--- src/rtl/sdio_pkg.sv ---
// Shared definitions for the sdio_top control-port masters: register map,
// status bits, command encodings and the block-read sequencer states.
package sdio_pkg;

    localparam logic [2:0]  ADR_CMD    = 3'd0;
    localparam logic [2:0]  ADR_ARG    = 3'd1;
    localparam logic [2:0]  ADR_FIFO   = 3'd2;

    localparam int          BUSY_BIT   = 14;
    localparam int          ERR_BIT    = 15;

    // CMD17 (single block read), R1 response, data phase from card.
    localparam logic [31:0] CMD17_WORD = 32'h0000_0951;

    typedef enum logic [2:0] {
        ST_IDLE,
        ST_WR_ARG,
        ST_WR_CMD,
        ST_POLL,
        ST_RD_FIFO,
        ST_STREAM,
        ST_FINISH
    } seq_state_t;

    // Width of a counter that indexes every bus word in one block.
    function automatic int word_cnt_width(input int lgblk, input int mw);
        return lgblk - $clog2(mw / 8);
    endfunction

endpackage

--- src/rtl/sdio_wbreq.sv ---
// Single-outstanding Wishbone master: turns a one-cycle request into one
// bus transaction and returns a one-cycle ack with the read data.
module sdio_wbreq #(
    parameter int MW = 32
) (
    input  logic          clk,
    input  logic          rst,
    input  logic          req,
    input  logic          req_we,
    input  logic [2:0]    req_addr,
    input  logic [MW-1:0] req_data,
    output logic          ack,
    output logic [MW-1:0] rdata,
    output logic          wb_cyc,
    output logic          wb_stb,
    output logic          wb_we,
    output logic [2:0]    wb_addr,
    output logic [MW-1:0] wb_data,
    input  logic          wb_stall,
    input  logic          wb_ack,
    input  logic [MW-1:0] wb_rdata
);

    // An ack counts only inside a cycle, and only once the strobe has been
    // (or is being) accepted; this also covers ack-with-acceptance.
    logic complete;
    assign complete = wb_cyc && wb_ack && (!wb_stb || !wb_stall);

    always_ff @(posedge clk or posedge rst) begin
        if (rst) begin
            wb_cyc  <= 1'b0;
            wb_stb  <= 1'b0;
            wb_we   <= 1'b0;
            wb_addr <= '0;
            wb_data <= '0;
            ack     <= 1'b0;
            rdata   <= '0;
        end else begin
            ack <= 1'b0;
            if (!wb_cyc) begin
                if (req) begin
                    wb_cyc  <= 1'b1;
                    wb_stb  <= 1'b1;
                    wb_we   <= req_we;
                    wb_addr <= req_addr;
                    wb_data <= req_data;
                end
            end else if (complete) begin
                wb_cyc <= 1'b0;
                wb_stb <= 1'b0;
                ack    <= 1'b1;
                rdata  <= wb_rdata;
            end else if (wb_stb && !wb_stall) begin
                wb_stb <= 1'b0;
            end
        end
    end

endmodule

--- src/rtl/sdio_blkrd_seq.sv ---
// Single-block read sequencer for sdio_top: writes ARG and CMD17, polls
// status until idle, then streams the block out of the data FIFO.
module sdio_blkrd_seq #(
    parameter int          MW       = 32,
    parameter int          LGBLK    = 9,
    parameter logic [2:0]  ADR_CMD  = sdio_pkg::ADR_CMD,
    parameter logic [2:0]  ADR_ARG  = sdio_pkg::ADR_ARG,
    parameter logic [2:0]  ADR_FIFO = sdio_pkg::ADR_FIFO,
    parameter logic [31:0] CMD_WORD = sdio_pkg::CMD17_WORD,
    parameter int          BUSY_BIT = sdio_pkg::BUSY_BIT,
    parameter int          ERR_BIT  = sdio_pkg::ERR_BIT,
    parameter int          LGPOLL   = 20
) (
    input  logic            i_clk,
    input  logic            i_reset,
    input  logic            i_start,
    input  logic [31:0]     i_sector,
    output logic            o_busy,
    output logic            o_done,
    output logic            o_err,
    output logic            o_wb_cyc,
    output logic            o_wb_stb,
    output logic            o_wb_we,
    output logic [2:0]      o_wb_addr,
    output logic [MW-1:0]   o_wb_data,
    output logic [MW/8-1:0] o_wb_sel,
    input  logic            i_wb_stall,
    input  logic            i_wb_ack,
    input  logic [MW-1:0]   i_wb_data,
    output logic            M_VALID,
    input  logic            M_READY,
    output logic [MW-1:0]   M_DATA,
    output logic            M_LAST
);
    import sdio_pkg::*;

    localparam int                WCNT_W = word_cnt_width(LGBLK, MW);
    localparam logic [WCNT_W-1:0] WLAST  = '1;
    localparam logic [LGPOLL-1:0] PMAX   = '1;

    seq_state_t        state;
    logic              req;
    logic              req_we;
    logic [2:0]        req_addr;
    logic [MW-1:0]     req_data;
    logic              ack;
    logic [MW-1:0]     rdata;
    logic [WCNT_W-1:0] wcnt;
    logic [LGPOLL-1:0] pcnt;

    function automatic logic [LGPOLL-1:0] poll_inc(input logic [LGPOLL-1:0] c);
        return (c == PMAX) ? c : c + LGPOLL'(1);
    endfunction

    assign o_wb_sel = '1;

    sdio_wbreq #(
        .MW(MW)
    ) u_wbreq (
        .clk      (i_clk),
        .rst      (i_reset),
        .req      (req),
        .req_we   (req_we),
        .req_addr (req_addr),
        .req_data (req_data),
        .ack      (ack),
        .rdata    (rdata),
        .wb_cyc   (o_wb_cyc),
        .wb_stb   (o_wb_stb),
        .wb_we    (o_wb_we),
        .wb_addr  (o_wb_addr),
        .wb_data  (o_wb_data),
        .wb_stall (i_wb_stall),
        .wb_ack   (i_wb_ack),
        .wb_rdata (i_wb_data)
    );

    // req is a one-cycle pulse; the engine only honours it between cycles,
    // which guarantees the idle gap on cyc between consecutive requests.
    always_ff @(posedge i_clk or posedge i_reset) begin
        if (i_reset) begin
            state    <= ST_IDLE;
            req      <= 1'b0;
            req_we   <= 1'b0;
            req_addr <= '0;
            req_data <= '0;
            wcnt     <= '0;
            pcnt     <= '0;
            o_busy   <= 1'b0;
            o_done   <= 1'b0;
            o_err    <= 1'b0;
            M_VALID  <= 1'b0;
            M_LAST   <= 1'b0;
            M_DATA   <= '0;
        end else begin
            req    <= 1'b0;
            o_done <= 1'b0;
            case (state)
                ST_IDLE: begin
                    if (i_start) begin
                        state    <= ST_WR_ARG;
                        o_busy   <= 1'b1;
                        o_err    <= 1'b0;
                        wcnt     <= '0;
                        req      <= 1'b1;
                        req_we   <= 1'b1;
                        req_addr <= ADR_ARG;
                        req_data <= MW'(i_sector);
                    end
                end
                ST_WR_ARG: begin
                    if (ack) begin
                        state    <= ST_WR_CMD;
                        req      <= 1'b1;
                        req_we   <= 1'b1;
                        req_addr <= ADR_CMD;
                        req_data <= MW'(CMD_WORD);
                    end
                end
                ST_WR_CMD: begin
                    if (ack) begin
                        state    <= ST_POLL;
                        pcnt     <= '0;
                        req      <= 1'b1;
                        req_we   <= 1'b0;
                        req_addr <= ADR_CMD;
                    end
                end
                ST_POLL: begin
                    if (ack) begin
                        if (rdata[ERR_BIT]) begin
                            state  <= ST_FINISH;
                            o_done <= 1'b1;
                            o_busy <= 1'b0;
                            o_err  <= 1'b1;
                        end else if (rdata[BUSY_BIT]) begin
                            if (pcnt == PMAX) begin
                                state  <= ST_FINISH;
                                o_done <= 1'b1;
                                o_busy <= 1'b0;
                                o_err  <= 1'b1;
                            end else begin
                                pcnt <= poll_inc(pcnt);
                                req  <= 1'b1;
                            end
                        end else begin
                            state    <= ST_RD_FIFO;
                            req      <= 1'b1;
                            req_addr <= ADR_FIFO;
                        end
                    end
                end
                ST_RD_FIFO: begin
                    if (ack) begin
                        state   <= ST_STREAM;
                        M_DATA  <= rdata;
                        M_VALID <= 1'b1;
                        M_LAST  <= (wcnt == WLAST);
                    end
                end
                ST_STREAM: begin
                    if (M_READY) begin
                        M_VALID <= 1'b0;
                        M_LAST  <= 1'b0;
                        if (wcnt == WLAST) begin
                            state  <= ST_FINISH;
                            o_done <= 1'b1;
                            o_busy <= 1'b0;
                        end else begin
                            wcnt  <= wcnt + WCNT_W'(1);
                            state <= ST_RD_FIFO;
                            req   <= 1'b1;
                        end
                    end
                end
                ST_FINISH: begin
                    state <= ST_IDLE;
                    o_err <= 1'b0;
                end
                default: state <= ST_IDLE;
            endcase
        end
    end

endmodule

--- config.mk ---
export PLATFORM = sky130hd
export DESIGN_NAME = sdio_blkrd_seq
export DESIGN_NICKNAME = d
export VERILOG_FILES = /design/src/rtl/sdio_pkg.sv /design/src/rtl/sdio_wbreq.sv /design/src/rtl/sdio_blkrd_seq.sv
export SDC_FILE = /design/constraint.sdc
export NUM_CORES = 1
export LEC_CHECK = 0
export CAP_MARGIN = 20
export CORE_AREA = 4 4 95 164
export CTS_CLUSTER_DIAMETER = 200
export DETAILED_ROUTE_END_ITERATION = 8
export DIE_AREA = 0 0 99 168
export PLACE_DENSITY_LB_ADDON = 0.2
export SLEW_MARGIN = 20
export SYNTH_ARGS = -nofsm -noshare
export SYNTH_HDL_FRONTEND = slang
export SYNTH_SLANG_ARGS = --single-unit
export TNS_END_PERCENT = 5
--- constraint.sdc ---
create_clock -name i_clk -period 6.7 [get_ports i_clk]
set_input_delay 0.67 -clock i_clk [delete_from_list [all_inputs] [get_ports i_clk]]
set_output_delay 0.67 -clock i_clk [all_outputs]
set_load 0.02 [all_outputs]
==> flow_summary.toml, run 1 <==
[outcome]
run_status = "finished, final reports clean"

[pwr]
powerDensity_mw_per_mm2 = 454
finalPower_uw = 4200
p_leak_uw = 0.00410
irDropWorstVdd_v = 0.000255

[sta]
period_minus_slack_ns = 2.53
grt_setup_unrepaired = "false"
tightest_slew_ns = 1.07
setup_ws_ns = 4.17
fin_worst_skew_ns = 0.0142
final-setup-viol-count = 0
fin_tns_setup_ns = 0
final_hold_viol_count = 0
maxSlewViolCount = 0
fin_crit_sh_pct = 37.8
fmax_mhz = 394
maxSlewHeadroom_pct = 28.5

[synth]
synth.largest_area_cell = "dfrtp_1"
ys_seq_elements = 173
netlist_instances = 538
ys.flop_type = "dfrtp_1"
synth.avg_cell_area_um2 = 13.2
synthArstFlopShare_pct = 100
synth_cell_types = 54
synth_common_cells = "dfrtp_1 (173), mux2_2 (100), nor2_1 (32)"
yosys.area.top_type_share_pct = 61.0
seq_area_frac_synth_pct = 61.0
synth-warning-count = 0
yosysMostFrequentCell = "dfrtp_1"
synth_area_mm2 = 0.00710
yosys-top-cells-area = "dfrtp_1 (61%), mux2_2 (16%), a22o_1 (3.5%), xor2_1 (2.0%), nor2_1 (1.7%)"
synth_edf_count = 0

[clock_network]
clock-root-buffer = "clkbuf_16"
cts.htree.levels = 4
cts_buffers = 17
cts_hold_buf = 0
clkTransAtPathRegs_ns = 0.06
cts_resized = 0
post_cts_buffers = 0
clock_latency_ns = 0.42
cts_tree = "built"
clock-sinks = 173
clockBufferDepth = 2

[grt]
grt_max_degree = 102
grt-ovfl-total = 0
grt_pass1_wl_um = 26600
grt_pass1_vias = 5157
grt_usage_pct = 20.4
grt_antenna_before_repair = 0

[route]
route.detailed.drc = 0
finalWirelength_um = 16100
wl_per_cell_um = 18.6
first_iter_violations = 197
vias_per_cell = 5.52
dr.pass1.iters = 4
detail-route-antenna-nets = 0
vias = 4791

[worst_setup_path]
slowest_stage = "dfrtp_1"
slowest_delay_ns = 0.74
path_cells = "nand3b_1 > nor3_2 > o211ai_1 > or3_1 > a21oi_1"
crit_arrival_ns = 2.88
path_max_fanout = 22
endpoint_kind = "flip-flop"
crit_path_start_kind = "flip-flop"
criticalPathCategory = "flip-flop to flip-flop"
cp.required_ns = 7.04

[final_layout]
nets = 747
area_growth_pct = 30.5
finalInstanceArea_mm2 = 0.00927
multi_input_area_mm2 = 0.00263
register_area_mm2 = 0.00433
drive_above_1_share_pct = 20.9
nFillCells = 1100
diodes = 0
fin_util_pct = 64.8

[die]
dieArea_mm2 = 0.0166
core_mm2 = 0.0143
io_pins = 149
die_w_um = 99
num_rows = 58
initial_utilization_pct = 49.7
fp.dieH_um = 168

[worst_hold_path]
hp-class = "flip-flop to flip-flop"

[place]
gp_congestion = 0.851
dpl_worst_slack_ns = 3.83
port_buffers = 143
place_hpwl_um = 11300
placed_area_mm2 = 0.00867

[flow_run]
drv_cap = 0
-- final timing paths --
kind / to / slack (ns) / cells after the start / from
worst max-delay path: pcnt[7]$_DFFE_PP0P_ / 4.17 / 5 / state[1]$_DFFE_PP0P_
worst min-delay path: M_VALID$_DFFE_PP0P_ / 0.48 / 1 / M_VALID$_DFFE_PP0P_
worst max register to register: pcnt[7]$_DFFE_PP0P_ / 4.17 / 5 / state[1]$_DFFE_PP0P_
worst min register to register: M_VALID$_DFFE_PP0P_ / 0.48 / 1 / M_VALID$_DFFE_PP0P_
max in group asynchronous: M_DATA[23]$_DFFE_PP0P_ / 4.42 / 3 / i_reset
min in group asynchronous: u_wbreq.wb_data[17]$_DFFE_PP0P_ / 0.76 / 2 / i_reset
-- sequential cells by signal, indices dropped and copies added, names as in the netlist, 2 cells and up --
name	count
u_wbreq.wb_addr	2
pcnt	20
u_wbreq.wb_data	32
req_data	32
state	3
req_addr	2
wcnt	7
M_DATA	32
u_wbreq.rdata	32
-- worst max-delay path: cells and delay by family (launching register included) --
| family | cells | cell delay (ns) |
|---|---|---|
| simple gates | 3 | 1.26 |
| compound gates | 2 | 0.45 |
| flops | 1 | 0.74 |
-- per-stage QoR --
stage	hold WS, ns	instances
floorplan	0.440	541
global placement	0.457	836
detailed placement	0.465	836
CTS	0.484	868
global route	0.506	868
finish	0.482	868
-- final cells by class --
cell class / instances / share of cell area (%)
clock buffer: 19 / 4.67
clock inverter: 13 / 1.67
inverter: 6 / 0.297
multi-input combinational: 330 / 28.4
sequential: 173 / 46.7
tap: 180 / 2.43
timing repair buffer: 147 / 15.8
-- placed cells by master, fill, tap and decap left out, drive strengths merged, types with 3 or more instances in the layout --
master / count
buf: 4
nand4: 12
o2111ai: 5
clkinv: 4
nand2b: 4
nor2: 32
inv: 10
o22a: 5
clkinvlp: 3
clkdlybuf4s50: 143
a21oi: 9
a22o: 28
or3: 6
nand3: 6
a31oi: 4
o21ai: 17
mux2: 100
nand2: 22
and4: 3
nor3: 7
conb: 5
and3: 6
mux2i: 6
nor2b: 5
clkbuf: 19
xor2: 16
dfrtp: 173
-- cell families (layout without fill, tap and decap cells) --
logic type | after synthesis | count (layout) | share of synthesized area, %
xor gates and xnor gates | 17 | 17 | 2.10
DFF | 173 | 173 | 61.0
and+or+nand+nor | 118 | 118 | 8.81
buffers and inverters | 38 | 185 | 2.43
other | 2 | 5 | 0.106
adders and majority gates | 2 | 2 | 0.352
AOI/OAI and AO/OA | 82 | 82 | 8.51
muxes | 106 | 106 | 16.7
-- report_power, final --
part	switching (µW)	leakage, µW	internal (µW)
sequential	297	0.00221	1460
combinational	674	0.00161	800
clock	419	0.000277	557
-- routing by layer --
layer / GRT usage, % / share of wire, % / up-vias
met5: 0 / 0 / -
met4: 7.91 / 2.5 / 0
met3: 5.22 / 5.0 / 29
met2: 36.2 / 56 / 124
met1: 23.1 / 37 / 2433
li1: - / - / 2205
Note: power is estimated with default switching activity, not from simulation.
==> run 2, diff against run 1 <==
--- a/config.mk
+++ b/config.mk
@@ -6,10 +6,10 @@
 export NUM_CORES = 1
 export LEC_CHECK = 0
 export CAP_MARGIN = 20
-export CORE_AREA = 4 4 95 164
+export CORE_AREA = 4 4 99 172
 export CTS_CLUSTER_DIAMETER = 200
 export DETAILED_ROUTE_END_ITERATION = 8
-export DIE_AREA = 0 0 99 168
+export DIE_AREA = 0 0 103 176
 export PLACE_DENSITY_LB_ADDON = 0.2
 export SLEW_MARGIN = 20
 export SYNTH_ARGS = -nofsm -noshare
==> constraint.sdc (replaced) <==
create_clock -name i_clk -period 2.1 [get_ports i_clk]
set_input_delay 0.21 -clock i_clk [delete_from_list [all_inputs] [get_ports i_clk]]
set_output_delay 0.21 -clock i_clk [all_outputs]
set_load 0.02 [all_outputs]
==> run 2 against run 1 <==
  * Via count grew 1.8%
  * Combinational power rose to 3.4 times the previous value
  * Critical path depth is 2 higher
  * Final cell count is 4.3% higher
  * Core utilization decreased by 3.7 points
  * Sequential share of layout area decreased by 1.7 points
  * Maximum frequency increased by 25%
  * Design area increased by 3.8%
  * Clock power increased to 3.1 times the previous value
  * Hold slack worse by 0.24 ns
  * Total power grew to 3.2 times the previous value
==> flow_summary.toml, run 2 (synthesis gave the netlist of run 1 again) <==
[outcome]
run_status = "finished, final reports clean"

[pwr]
powerDensity_mw_per_mm2 = 1410
p_int_uw = 8980
power.share.clock_pct = 22.6
irDropWorstVdd_v = 0.000847
combPwrFrac_pct = 37.2
power_frac_seq_pct = 40.2
p_leak_uw = 0.00427
swShare_pct = 33.7
finalPower_uw = 13600
switching_power_uw = 4570

[sta]
maxSlewViolCount = 0
tightest_slew_ns = 0.681
fin_crit_sh_pct = 96.5
setup_ws_ns = 0.0730
period_minus_slack_ns = 2.03
fin_worst_skew_ns = 0.0102
grt_setup_unrepaired = "true"
final-setup-viol-count = 0
maxSlewHeadroom_pct = 54.5
final_hold_viol_count = 0
fmax_mhz = 493

[final_layout]
mostFrequentLayoutCells = "dfrtp_1 (172), clkdlybuf4s50_1 (143), mux2_2 (100), nor2_1 (32), a22o_1 (28)"
drive_above_1_share_pct = 25.0
register_area_mm2 = 0.00433
nFillCells = 1245
area_growth_pct = 35.4
fin_cells = 905
diodes = 0
multi_input_area_mm2 = 0.00265
final_common_cell = "dfrtp_1"
finalInstanceArea_mm2 = 0.00961
nets = 775

[worst_setup_path]
cp.required_ns = 2.40
rrSetupSlack_ns = 0.07
worstReg2RegStart = "pcnt[1]$_DFFE_PP0P_"
crit_arrival_ns = 2.33
reg2reg_depth = 7
criticalPathCategory = "flip-flop to flip-flop"
path_cells = "ha_2 > nand2_2 > or4b_4 > buf_4 > o2111ai_1 > xor2_1 > nor2_1"
slowest_delay_ns = 0.57
slowest_stage = "or4b_4"
crit_path_start_kind = "flip-flop"
rr_endpoint = "pcnt[6]$_DFFE_PP0P_"
endpoint_kind = "flip-flop"
path_max_fanout = 9

[route]
vias_per_cell = 5.39
detail-route-antenna-nets = 0
wl_per_cell_um = 18.6
vias = 4878
finalWirelength_um = 16900
first_iter_violations = 212
route.detailed.drc = 0
dr.pass1.iters = 4

[grt]
grt_pass1_vias = 5433
grt-ovfl-total = 0
grt_antenna_before_repair = 0
grt_max_degree = 41
grt_pass1_wl_um = 27600
grt_usage_pct = 19.5

[place]
place_hpwl_um = 12300
placed_area_mm2 = 0.00900
place_inst = 873
dpl_worst_slack_ns = -0.0239
port_buffers = 143
gp_congestion = 0.847

[flow_run]
drv_cap = 0

[clock_network]
cts.htree.levels = 4
clockBufferDepth = 2
clock-sinks = 173
post_cts_buffers = 0
cts_buffers = 17
clkTransAtPathRegs_ns = 0.07
clock-root-buffer = "clkbuf_16"
cts_tree = "built"
clock_latency_ns = 0.42

[die]
initial_utilization_pct = 45.2
io_pins = 149
fp.dieH_um = 176
num_rows = 61
die_w_um = 103
dieArea_mm2 = 0.0181
core_mm2 = 0.0157

[worst_hold_path]
hp-class = "primary input to async pin"
[run 2: changes by cell type in the layout (fill, tap and decap cells not counted), sizes merged]
cell and delta:
inv +4, buf +28, clkinvlp -1, bufinv -2, clkbuf -1
[run 2: metrics by stage]
step           hold slack [ns]  utilization, %  setup TNS, ns
2_1_floorplan            0.345               -         -55.48
3_3_place_gp             0.463            57.3              0
3_5_place_dp             0.475            57.3        -0.0239
4_1_cts                  0.250            61.0              0
5_1_grt                  0.271            61.1        -0.0800
6_report                 0.239            61.1              0
[run 2: power by group through the flow]
stage | clock (µW) | sequential [µW] | combinational, µW
after global routing | 3280 | 5610 | 5420
after CTS | 3140 | 5450 | 5130
after global placement | 0 | 5420 | 5000
final | 3060 | 5450 | 5050
after detailed placement | 0 | 5490 | 5100
after floorplan | 0 | 6060 | 2160
[run 2: worst max-delay path by stage]
stage | slack (ns) | from | cells after the start | end
after global placement | 0.09 | pcnt[1]$_DFFE_PP0P_ | 7 | pcnt[4]$_DFFE_PP0P_
final | 0.07 | pcnt[1]$_DFFE_PP0P_ | 7 | pcnt[6]$_DFFE_PP0P_
after global routing | -0.03 | pcnt[1]$_DFFE_PP0P_ | 7 | pcnt[8]$_DFFE_PP0P_
after floorplan | -0.32 | i_reset | 1 | M_DATA[0]$_DFFE_PP0P_
after CTS | 0.02 | pcnt[1]$_DFFE_PP0P_ | 7 | pcnt[10]$_DFFE_PP0P_
after detailed placement | -0.02 | pcnt[1]$_DFFE_PP0P_ | 7 | pcnt[10]$_DFFE_PP0P_
[run 2: critical path, delay by kind of cell, from the launching register on]
family | cells | cell delay, ns
buffers and inverters | 1 | 0.19
AO/OA/AOI/OAI | 1 | 0.23
adder cells (fa/ha/maj) | 1 | 0.21
flip-flops | 1 | 0.40
AND/OR/NAND/NOR | 3 | 0.71
XOR/XNOR | 1 | 0.17
[run 2: metal layers]
layer | wire [µm] | part of all wire [%] | up-vias | GRT usage, %
met3 | 918 | 5.4 | 17 | 5.38
li1 | - | - | 2266 | -
met4 | 259 | 1.5 | 0 | 5.46
met5 | 0 | 0 | - | 0
met2 | 9280 | 55 | 110 | 35.1
met1 | 6410 | 38 | 2485 | 22.3
[run 2: layout make-up]
class	count	share of cell area [%]
Clock buffer	18	4.57
Sequential cell	173	45.0
Tap cell	189	2.46
Inverter	6	0.273
Multi-Input combinational cell	330	27.6
Timing Repair Buffer	175	18.6
Clock inverter	14	1.48
[run 2: timing repair]
item / 4_1_cts / 5_1_grt
setup endpoints to repair: 1 / 21
hold buffers: 0 / 0
pin swaps: 0 / 2
gates resized for setup: 1 / 7
